## src/rtl/pong_game_ctrl.sv

```systemverilog
// pong_game_ctrl: Pong sequencer - serve/point pacing, score strobes, win detection and ball gating.
module pong_game_ctrl #(
  parameter int WIN_SCORE   = 11,
  parameter int SERVE_TICKS = 120,
  parameter int POINT_TICKS = 60
) (
  input  logic       i_clk,
  input  logic       i_reset_n,
  input  logic       i_tick,
  input  logic       i_btn_start,
  input  logic       i_miss_l,
  input  logic       i_miss_r,
  input  logic [3:0] i_l_dig1,
  input  logic [3:0] i_l_dig0,
  input  logic [3:0] i_r_dig1,
  input  logic [3:0] i_r_dig0,
  output logic       o_inc_l,
  output logic       o_inc_r,
  output logic       o_clr,
  output logic       o_ball_en,
  output logic       o_ball_rst,
  output logic       o_serve_dir,
  output logic       o_game_over,
  output logic       o_winner
);
  typedef enum logic [2:0] {IDLE, CLEAR, SERVE, PLAY, POINT, OVER} state_t;
  state_t     r_state, w_next;
  logic [7:0] r_timer;
  logic       r_btn_d;
  logic       w_start, w_l_only, w_r_only, w_l_win, w_r_win;
  logic [6:0] w_l_score, w_r_score;
  assign w_start   = i_btn_start & ~r_btn_d;
  assign w_l_only  = (r_state == PLAY) & i_miss_l & ~i_miss_r;
  assign w_r_only  = (r_state == PLAY) & i_miss_r & ~i_miss_l;
  assign w_l_score = {3'd0, i_l_dig1} * 7'd10 + {3'd0, i_l_dig0};
  assign w_r_score = {3'd0, i_r_dig1} * 7'd10 + {3'd0, i_r_dig0};
  assign w_l_win   = w_l_score >= 7'(WIN_SCORE);
  assign w_r_win   = w_r_score >= 7'(WIN_SCORE);
  always_comb begin
    w_next = r_state;
    case (r_state)
      IDLE, OVER: w_next = w_start ? CLEAR : r_state;
      CLEAR:      w_next = SERVE;
      SERVE:      w_next = (i_tick && r_timer == 8'(SERVE_TICKS - 1)) ? PLAY : SERVE;
      PLAY:       w_next = (i_miss_l | i_miss_r) ? POINT : PLAY;
      POINT:      w_next = (i_tick && r_timer == 8'(POINT_TICKS - 1)) ? ((w_l_win | w_r_win) ? OVER : SERVE) : POINT;
      default:    w_next = IDLE;
    endcase
  end
  // Outputs are decoded from the state being entered so they line up with r_state.
  always_ff @(posedge i_clk or negedge i_reset_n) begin
    if (!i_reset_n) begin
      r_state     <= IDLE;
      r_timer     <= 8'd0;
      r_btn_d     <= 1'b0;
      o_inc_l     <= 1'b0;
      o_inc_r     <= 1'b0;
      o_clr       <= 1'b0;
      o_ball_en   <= 1'b0;
      o_ball_rst  <= 1'b0;
      o_serve_dir <= 1'b0;
      o_game_over <= 1'b0;
      o_winner    <= 1'b0;
    end else begin
      r_state     <= w_next;
      r_btn_d     <= i_btn_start;
      r_timer     <= (w_next != r_state) ? 8'd0 :
                     (i_tick && (r_state == SERVE || r_state == POINT)) ? r_timer + 8'd1 : r_timer;
      o_inc_l     <= w_r_only;
      o_inc_r     <= w_l_only;
      o_clr       <= w_next == CLEAR;
      o_ball_en   <= w_next == PLAY;
      o_ball_rst  <= w_next == IDLE || w_next == SERVE || w_next == POINT || w_next == OVER;
      o_game_over <= w_next == OVER;
      o_serve_dir <= (w_next == CLEAR || w_l_only) ? 1'b0 : w_r_only ? 1'b1 : o_serve_dir;
      o_winner    <= (w_next == CLEAR) ? 1'b0 : (r_state == POINT && w_next == OVER) ? ~w_l_win : o_winner;
    end
  end
endmodule
```

## config.mk

```make
export PLATFORM = sky130hd
export DESIGN_NAME = pong_game_ctrl
export DESIGN_NICKNAME = d
export VERILOG_FILES = /design/src/rtl/pong_game_ctrl.sv
export SDC_FILE = /design/constraint.sdc
export NUM_CORES = 1
export LEC_CHECK = 0
export ABC_AREA = 1
export BUFFER_PORTS_ARGS = -buffer_cell sky130_fd_sc_hd__buf_4
export CAP_MARGIN = 25
export CORE_ASPECT_RATIO = 1.5
export CORE_MARGIN = 8
export CORE_UTILIZATION = 50
export CTS_BUF_LIST = sky130_fd_sc_hd__clkbuf_8 sky130_fd_sc_hd__clkbuf_16
export DETAILED_ROUTE_END_ITERATION = 7
export PLACE_DENSITY = 0.76
export SLEW_MARGIN = 10
export SYNTH_ARGS = -nofsm -noshare
export SYNTH_HDL_FRONTEND = slang
export SYNTH_SLANG_ARGS = --single-unit
```

## constraint.sdc

```tcl
create_clock -name i_clk -period 1.3 [get_ports i_clk]
set_input_delay 0.13 -clock i_clk [delete_from_list [all_inputs] [get_ports i_clk]]
set_output_delay 0.13 -clock i_clk [all_outputs]
set_load 0.02 [all_outputs]
```

After elaboration in Yosys (flattened, before gate mapping)
Cells that the tools add are included.

Output and inout port bits: 8. Flip-flop bits (word level): 20. Input bits: 22. Word-level logic and storage cells: 69.

Reduce and logical (&&, ||, !) cells: 15. Add/sub/neg operators: 3. Order comparisons: 2. Multiply operators: 2. Multiplexer cells: 12. Equal/unequal tests: 13. Bitwise gates (word level): 11.

Operators by type and width (count): $mux 8 (2); $pmux 3 s5 (1); $add 7x4->7 (2); $ge 7x4->1 const B (2); $eq 3x2->1 const B (4); $eq 3x3->1 const B (4); $mul 4x3->6 const B (2); $mux 3 (4); $add 8x1->8 const B (1); $eq 8x6->1 const B (1); $eq 8x7->1 const B (1); $eq 3x1->1 const B (2); $logic_not 3->1 (2); $reduce_bool 2->1 (3); $and 1x1->1 (5); $logic_or 1x1->1 (5); $mux 1 (5); $logic_and 1x1->1 (4); $not 1->1 (4); $ne 3x3->1 (1); $or 1x1->1 (2); $reduce_or 2->1 (1).

Longest topological paths before layout
Gate-level depths: netlist of run 1.

Depth in word-level cells: 11. Mapped depth: 17. Gate-level depth less buffers: 17.

Worst setup path after synthesis of run 1
OpenSTA, ideal clock, no wires.

Path kind: input-to-reg. From: input port i_r_dig1[1]. To: register r_timer[5]. Setup slack: -882 ps. Arrival: 2061 ps. Stages: 16. Library setup time: 121 ps. Path buffers: 0. Cells stage by stage: ha_1 -> ha_1 -> fa_1 -> nand2_1 -> nor2_1 -> nand2_1 -> nand3_2 -> nand3_2 -> nor2_4 -> nand2_4 -> nand2_4 -> nand2_2 -> nand2_2 -> nand2_2 -> nand3_4 -> nor2_2.

Cells in the longest elaborated chain, start to end: 9. Elaborated cells between the ends (all ways): 10. Classes of those cells: add/sub (1); mul (1); order compare (1); eq/ne (1); mux (4); bitwise (1); reduce/logical (1).

Ends and longest elaborated chain: from (decl) (line 15) `input logic [3:0] i_r_dig1,`; $mul 4x3->6 (*) (line 36) `assign w_r_score = {3'd0, i_r_dig1} * 7'd10 + {3'd0, i_r_dig0};`; $add 7x4->7 (*) (line 36); $ge 7x4->1 (*) (line 38) `assign w_r_win = w_r_score >= 7'(WIN_SCORE);`; $or 1x1->1 (*) (line 46) `POINT: w_next = (i_tick && r_timer == 8'(POINT_TICKS - 1)) ? ((w_l_win | w_r_win) ? OVER : SERVE) : POINT;`; $mux 3 (*) (2 in a row) (line 46); $pmux 3 s5 (*) (line 41) `case (r_state)`; via w_next[0] (line 27) `state_t r_state, w_next;`; $ne 3x3->1 (*) (line 67) `r_timer <= (w_next != r_state) ? 8'd0 :`; $mux 8 / $reduce_bool 2->1 (equally long branches); to (signal assigned) (line 67); to (decl) (line 28) `logic [7:0] r_timer;`.

The timed path passes the listed nets; every way through them passes the cells marked *. A chain may end at the register's enable or synchronous reset.

Worst setup path after layout of run 1
From: input port i_l_dig1[0]. To: register r_timer[1].

Cells in the longest elaborated chain, start to end: 9. Elaborated cells between the ends (all ways): 10. Classes of those cells: add/sub (1); mul (1); order compare (1); eq/ne (1); mux (4); bitwise (1); reduce/logical (1).

Ends and longest elaborated chain: from (decl) (line 13) `input logic [3:0] i_l_dig1,`; $mul 4x3->6 (*) (line 35) `assign w_l_score = {3'd0, i_l_dig1} * 7'd10 + {3'd0, i_l_dig0};`; $add 7x4->7 (*) (line 35); $ge 7x4->1 (*) (line 37) `assign w_l_win = w_l_score >= 7'(WIN_SCORE);`; $or 1x1->1 (*) (line 46); $mux 3 (*) (2 in a row) (line 46); $pmux 3 s5 (*) (line 41); $ne 3x3->1 (*) (line 67); $mux 8 / $reduce_bool 2->1 (equally long branches).

Every way passes the cells marked *; elsewhere a longest branch is shown, timed or not.

==> flow_summary.json, run 1 <==
{
  "outcome": "complete, but fails checks",
  "failed_checks": "setup timing",
  "clock_skew_ps": 5.00,
  "synth_xor_area_frac": 0.0474,
  "grt_usage": 0.152,
  "die-area_um2": 5460,
  "hold_violations": 0,
  "via_count": 1576,
  "antenna_found_initial": 0,
  "grt_setup_unrepaired": "yes",
  "timing.final.crit_share": 1.57,
  "synth_compound_area_frac": 0.0316,
  "synth_top_area_frac": 0.301,
  "seqCellArea_um2": 500,
  "crit_path_max_incr_delay_ps": 590,
  "drc": 0,
  "yosysWarnings": 0,
  "drtIter0Drc": 26,
  "end_kind": "register",
  "cts_sinks": 20,
  "die_w_um": 63.1,
  "cts.clk_slew.worst_paths_ps": 70,
  "synth_top_family_by_area": "simple AND/OR/NAND/NOR gates",
  "initial_core_util": 0.526,
  "synth_most_common_cell": "nand2_1",
  "synthMuxAreaShare": 0.00602,
  "place_congestion": 0.868,
  "avgSynthCellArea_um2": 8.19,
  "fillers": 237,
  "grt_max_degree": 21,
  "antenna_cells": 0,
  "clk_latency_ps": 260,
  "power_w": 0.00288,
  "synthFlopType": "dfrtp_1",
  "io_pins": 30,
  "synth_top_cell_by_area": "dfrtp_1",
  "cts_inserted_buffers": 3,
  "min_period_ps": 2040,
  "slew_viol_final": 0,
  "worstMarginPinSlew_ps": 360,
  "h-tree-depth": 1,
  "synthArstFlopShare": 1.00,
  "synth_cells": 203,
  "routedWlPerCell_um": 12.8,
  "first_pass_iters": 4,
  "dieHeight_um": 86.6,
  "grt_pass1_vias": 1620,
  "finish.utilization": 0.765,
  "setup_viol": 17,
  "worst_path_dominant_cell_family": "simple AND/OR/NAND/NOR gates",
  "layout-drive-gt1-share": 0.469,
  "finalNetCount": 317,
  "crit_required_ps": 1500,
  "synthesis.area_um2": 1660,
  "critPathLaunchType": "input port",
  "synth-seq-cells": 20,
  "multi_input_area_um2": 1140,
  "fp-row-count": 25,
  "root_buffer": "clkbuf_8",
  "ant_nets": 0,
  "io_buffers": 29,
  "syn_nets": 244,
  "areaGrowthSynthToFinish_pct": 45.5,
  "clockBufferDepth": 2,
  "ir_worst_vdd_v": 0.000705,
  "path_max_fanout": 8,
  "critPathBufInv": 2,
  "arrival_ps": 2240,
  "synth_area_leaders": "dfrtp_1 (30%), ha_1 (11%), nand2_1 (10%)",
  "routed_wl_um": 4050,
  "cpMaxStageDelayCell": "fa_1",
  "rrSetupSlack_ps": -340,
  "dpl.hpwl_um": 3200,
  "fmax_ghz": 0.491,
  "cap_violations": 0,
  "ff2ff_path_depth": 11,
  "viasPerCell": 5.00,
  "ys_types": 28,
  "cp.depth": 16,
  "maxSlewHeadroom": 0.759,
  "grt_pass1_wl_um": 6740,
  "p_leak_nw": 1.27,
  "hp-class": "input port to register",
  "layout_setup_ws_ps": -738,
  "synth_top_cells_by_count": "nand2_1 (45), inv_1 (24), dfrtp_1 (20), nand3_1 (20), ha_1 (15)",
  "ys_seq_area_frac": 0.301,
  "power_density_nw_per_um2": 1190,
  "critPathKind": "input port to register",
  "cp_cell_sequence": "buf_4 -> ha_2 -> ha_4 -> fa_1 -> inv_2 -> nand3_2 -> nand2_1 -> nand2_1 -> nand2_2 -> nor2_4 -> nand2_4 -> nand2_4 -> nand3_2 -> nand2_2 -> nand3_4 -> nor2_2",
  "grt_overflow": 0,
  "core_um2": 3160,
  "yosys.area_share.simple": 0.380,
  "synth_fa_ha_area_frac": 0.161,
  "cts_tree": "done",
  "worstHoldPathCells": 2,
  "synth-edff-count": 0
}
area by class of cell:
cell class	count	area share
Inverter	32	0.0518
Timing Repair Buffer	68	0.226
Multi-Input combinational cell	151	0.472
Tap cell	40	0.0207
Sequential cell	20	0.207
Clock buffer	4	0.0228
placed cells by master (no fill, tap or decap), drive strengths merged, types with 4 or more instances in the layout:
cell type,n
ha,15
buf,66
fa,4
a21oi,4
nor2,25
xor2,7
nand3,30
dfrtp,20
nand2,53
clkbuf,4
inv,31
state kept, by name, indices dropped and copies added (netlist names):
| name | flops |
|---|---|
| o_game_over | 1 |
| o_inc_r | 1 |
| r_timer | 8 |
| o_ball_en | 1 |
| r_state | 3 |
| o_clr | 1 |
| o_winner | 1 |
| r_btn_d | 1 |
| o_ball_rst | 1 |
| o_inc_l | 1 |
| o_serve_dir | 1 |
worst paths after layout:
kind | start | endpoint
worst max-delay path | i_l_dig1[0] | r_timer[1]
worst min-delay path | i_miss_r | o_inc_r
max in group asynchronous | i_reset_n | o_ball_rst
min in group asynchronous | i_reset_n | o_inc_l
worst min register to register | o_serve_dir | o_serve_dir
worst max register to register | r_timer[1] | o_winner
per-stage QoR:
step	TNS, ps	area (µm²)	worst slack, ps	hold slack (ps)	cells
floorplan	-12890	1700	-853	-166	203
global placement	-16580	2210	-1040	14.3	305
detailed placement	-17340	2210	-1090	19.1	305
CTS	-11110	2360	-745	42.0	312
global route	-13810	2420	-904	44.8	315
finish	-11410	2420	-738	41.4	315
cell families (layout without fill, tap and decap cells):
logic type | count (synthesis) | in the layout
AOI/OAI and AO/OA | 7 | 7
xor gates and xnor gates | 9 | 9
adders and majority gates | 19 | 19
buffers and inverters | 32 | 104
DFF | 20 | 20
muxes | 1 | 1
and+or+nand+nor | 115 | 115
timing repair:
item / CTS / global route
gates resized for setup: 15 / 10
hold buffers: 2 / 0
buffers inserted: 1 / 3
pin swaps: 17 / 7
endpoints found under the setup margin: 17 / 17
endpoints found under the hold margin: 21 / 0
routing by layer:
layer	wire length, µm	global-route usage
met3	160	0.0284
met1	1310	0.127
met5	0	0
met2	2480	0.329
met4	102	0.0583
report_power, final:
part	switching [W]	leakage (nW)	total (W)	internal [W]
sequential	0.0000529	0.268	0.000770	0.000717
combinational	0.000928	0.974	0.00164	0.000716
clock	0.000197	0.0288	0.000466	0.000270
total	0.00118	1.27	0.00288	0.00170
No activity file was read; power rests on OpenSTA's default activity.
==> run 2, diff against run 1 <==
--- a/config.mk
+++ b/config.mk
@@ -10,10 +10,10 @@
 export CAP_MARGIN = 25
 export CORE_ASPECT_RATIO = 1.5
 export CORE_MARGIN = 8
-export CORE_UTILIZATION = 50
-export CTS_BUF_LIST = sky130_fd_sc_hd__clkbuf_8 sky130_fd_sc_hd__clkbuf_16
+export CORE_UTILIZATION = 52
+export CTS_BUF_LIST = sky130_fd_sc_hd__clkbuf_8
 export DETAILED_ROUTE_END_ITERATION = 7
-export PLACE_DENSITY = 0.76
+export PLACE_DENSITY = 0.85
 export SLEW_MARGIN = 10
 export SYNTH_ARGS = -nofsm -noshare
 export SYNTH_HDL_FRONTEND = slang
==> run 2 against run 1 <==
The flow still finishes with violations (setup timing). Critical path type unchanged. Critical path depth unchanged. Combinational power increased by 3%. Power increased by 1.9%. Fmax decreased by 7.0%. Worst setup slack got worse by 150 ps. Clock skew rose by 8.0 ps. Highest routed layer unchanged. Hold slack worse by 8.5 ps. Cell count increased by 0.63%. Sequential power is essentially flat. First-iteration DRC count up 65%. Register-to-register slack worse by 60 ps.
==> flow_summary.json, run 2 (synthesized netlist as in run 1, its figures left out) <==
{
  "drtIter0Drc": 43,
  "maxSlewHeadroom": 0.739,
  "areaGrowthSynthToFinish_pct": 47.6,
  "grt_pass1_vias": 1700,
  "path_max_fanout": 8,
  "crit_path_end": "r_timer[4]",
  "via_count": 1593,
  "cap_violations": 0,
  "cp-startpoint": "i_r_dig1[3]",
  "r2r_end": "r_timer[3]",
  "viasPerCell": 5.03,
  "timing.final.crit_share": 1.69,
  "routedWlPerCell_um": 13.6,
  "fmax_ghz": 0.457,
  "die-area_um2": 5300,
  "io_pins": 30,
  "root_buffer": "clkbuf_8",
  "worstMarginPinSlew_ps": 389,
  "top_register": "r_timer",
  "clockBufferDepth": 2,
  "setup_viol": 17,
  "crit_required_ps": 1450,
  "whs_ps": 32.9,
  "design_area_um2": 2450,
  "cts_inserted_buffers": 3,
  "power_density_nw_per_um2": 1200,
  "clock_skew_ps": 13.0,
  "io_buffers": 29,
  "first_pass_iters": 4,
  "h-tree-depth": 1,
  "largest_reg_flops": 8,
  "failed_checks": "setup timing",
  "dpl.hpwl_um": 3270,
  "ff2ff_path_depth": 11,
  "grt_usage": 0.161,
  "rrSetupSlack_ps": -400,
  "grt_max_degree": 21,
  "antenna_found_initial": 0,
  "critPathKind": "input port to register",
  "end_kind": "register",
  "final_common_cell": "buf_4",
  "r2r-start": "r_timer[0]",
  "cts_tree": "done",
  "routed_wl_um": 4310,
  "die_w_um": 62.2,
  "ant_nets": 0,
  "cts.clk_slew.worst_paths_ps": 80,
  "p_leak_nw": 1.29,
  "drc": 0,
  "clk_latency_ps": 270,
  "placed_area_um2": 2220,
  "grt_overflow": 0,
  "hp-class": "input port to register",
  "fillers": 229,
  "antenna_cells": 0,
  "outcome": "complete, but fails checks",
  "dieHeight_um": 85.2,
  "hold_violations": 0,
  "slew_viol_final": 0,
  "min_period_ps": 2190,
  "final_cell_mix": "buf_4 (62), nand2_1 (38), inv_1 (22), dfrtp_1 (20), nand3_1 (17)",
  "cts_sinks": 20,
  "fp-row-count": 25,
  "finalNetCount": 319,
  "layout-drive-gt1-share": 0.487,
  "grt_pass1_wl_um": 7020,
  "place_congestion": 0.840,
  "layout_setup_ws_ps": -891,
  "hp-start": "i_miss_l",
  "top_regs": "r_timer (8), r_state (3)",
  "initial_core_util": 0.537,
  "critPathLaunchType": "input port",
  "arrival_ps": 2340,
  "grt_setup_unrepaired": "yes",
  "core_um2": 3100,
  "ir_worst_vdd_v": 0.000911
}
[run 2: stage by stage]
step / setup slack, ps / cells / total power, W / util / setup TNS [ps]
6_report: -891 / 317 / 0.00293 / 0.792 / -14030
5_1_grt: -1010 / 317 / 0.00314 / 0.792 / -16110
4_1_cts: -795 / 314 / 0.00282 / 0.769 / -11920
3_5_place_dp: -1130 / 306 / 0.00225 / 0.717 / -18000
3_3_place_gp: -1060 / 306 / 0.00221 / 0.717 / -16920
2_1_floorplan: -853 / 203 / 0.00173 / - / -12890
[run 2: how the worst min path moves through the flow]
stage	endpoint	slack [ps]	cells after the start
after global placement	r_btn_d	20	1
after floorplan	o_ball_en	-170	0
after CTS	o_inc_r	30	2
after detailed placement	r_btn_d	20	1
after global routing	o_inc_r	30	2
final	o_inc_l	30	2
[run 2: timing repair]
action | CTS | global route
setup buffers | 2 | 4
gates resized for setup | 17 | 14
endpoints found under the setup margin | 17 | 17
pin swaps | 26 | 18
gates cloned | 0 | 0
hold buffers | 2 | 0
hold endpoints to repair | 21 | 0
[run 2: layout make-up]
cell class	instances	area, µm²	area share
Timing Repair Buffer	70	557	0.227
Clock buffer	4	55.1	0.0224
Inverter	32	123	0.0500
Tap cell	40	50.0	0.0204
Sequential cell	20	500	0.204
Multi-Input combinational cell	151	1170	0.476
[run 2: power by group]
part | internal (W) | total, W | switching (W)
registers | 0.000717 | 0.000770 | 0.0000533
clock network | 0.000270 | 0.000477 | 0.000207
logic | 0.000717 | 0.00169 | 0.000971
[run 2: worst max-delay path, stage by stage]
cell and delay, ps:
buf_6 100, ha_4 240, ha_4 150, fa_1 550, nand2_2 80, nor2_1 100
nand2_1 70, nand3_2 60, nand3_2 90, nor2_4 170, buf_4 130, nand3_2 100
nand2_4 130, a21oi_4 70, nand3_4 130, nor2_2 50
[run 2: metal layers]
| layer | share of wire | global-route usage |
|---|---|---|
| met1 | 0.33 | 0.133 |
| met2 | 0.60 | 0.335 |
| met3 | 0.036 | 0.0382 |
| met4 | 0.030 | 0.0789 |
| met5 | 0 | 0 |
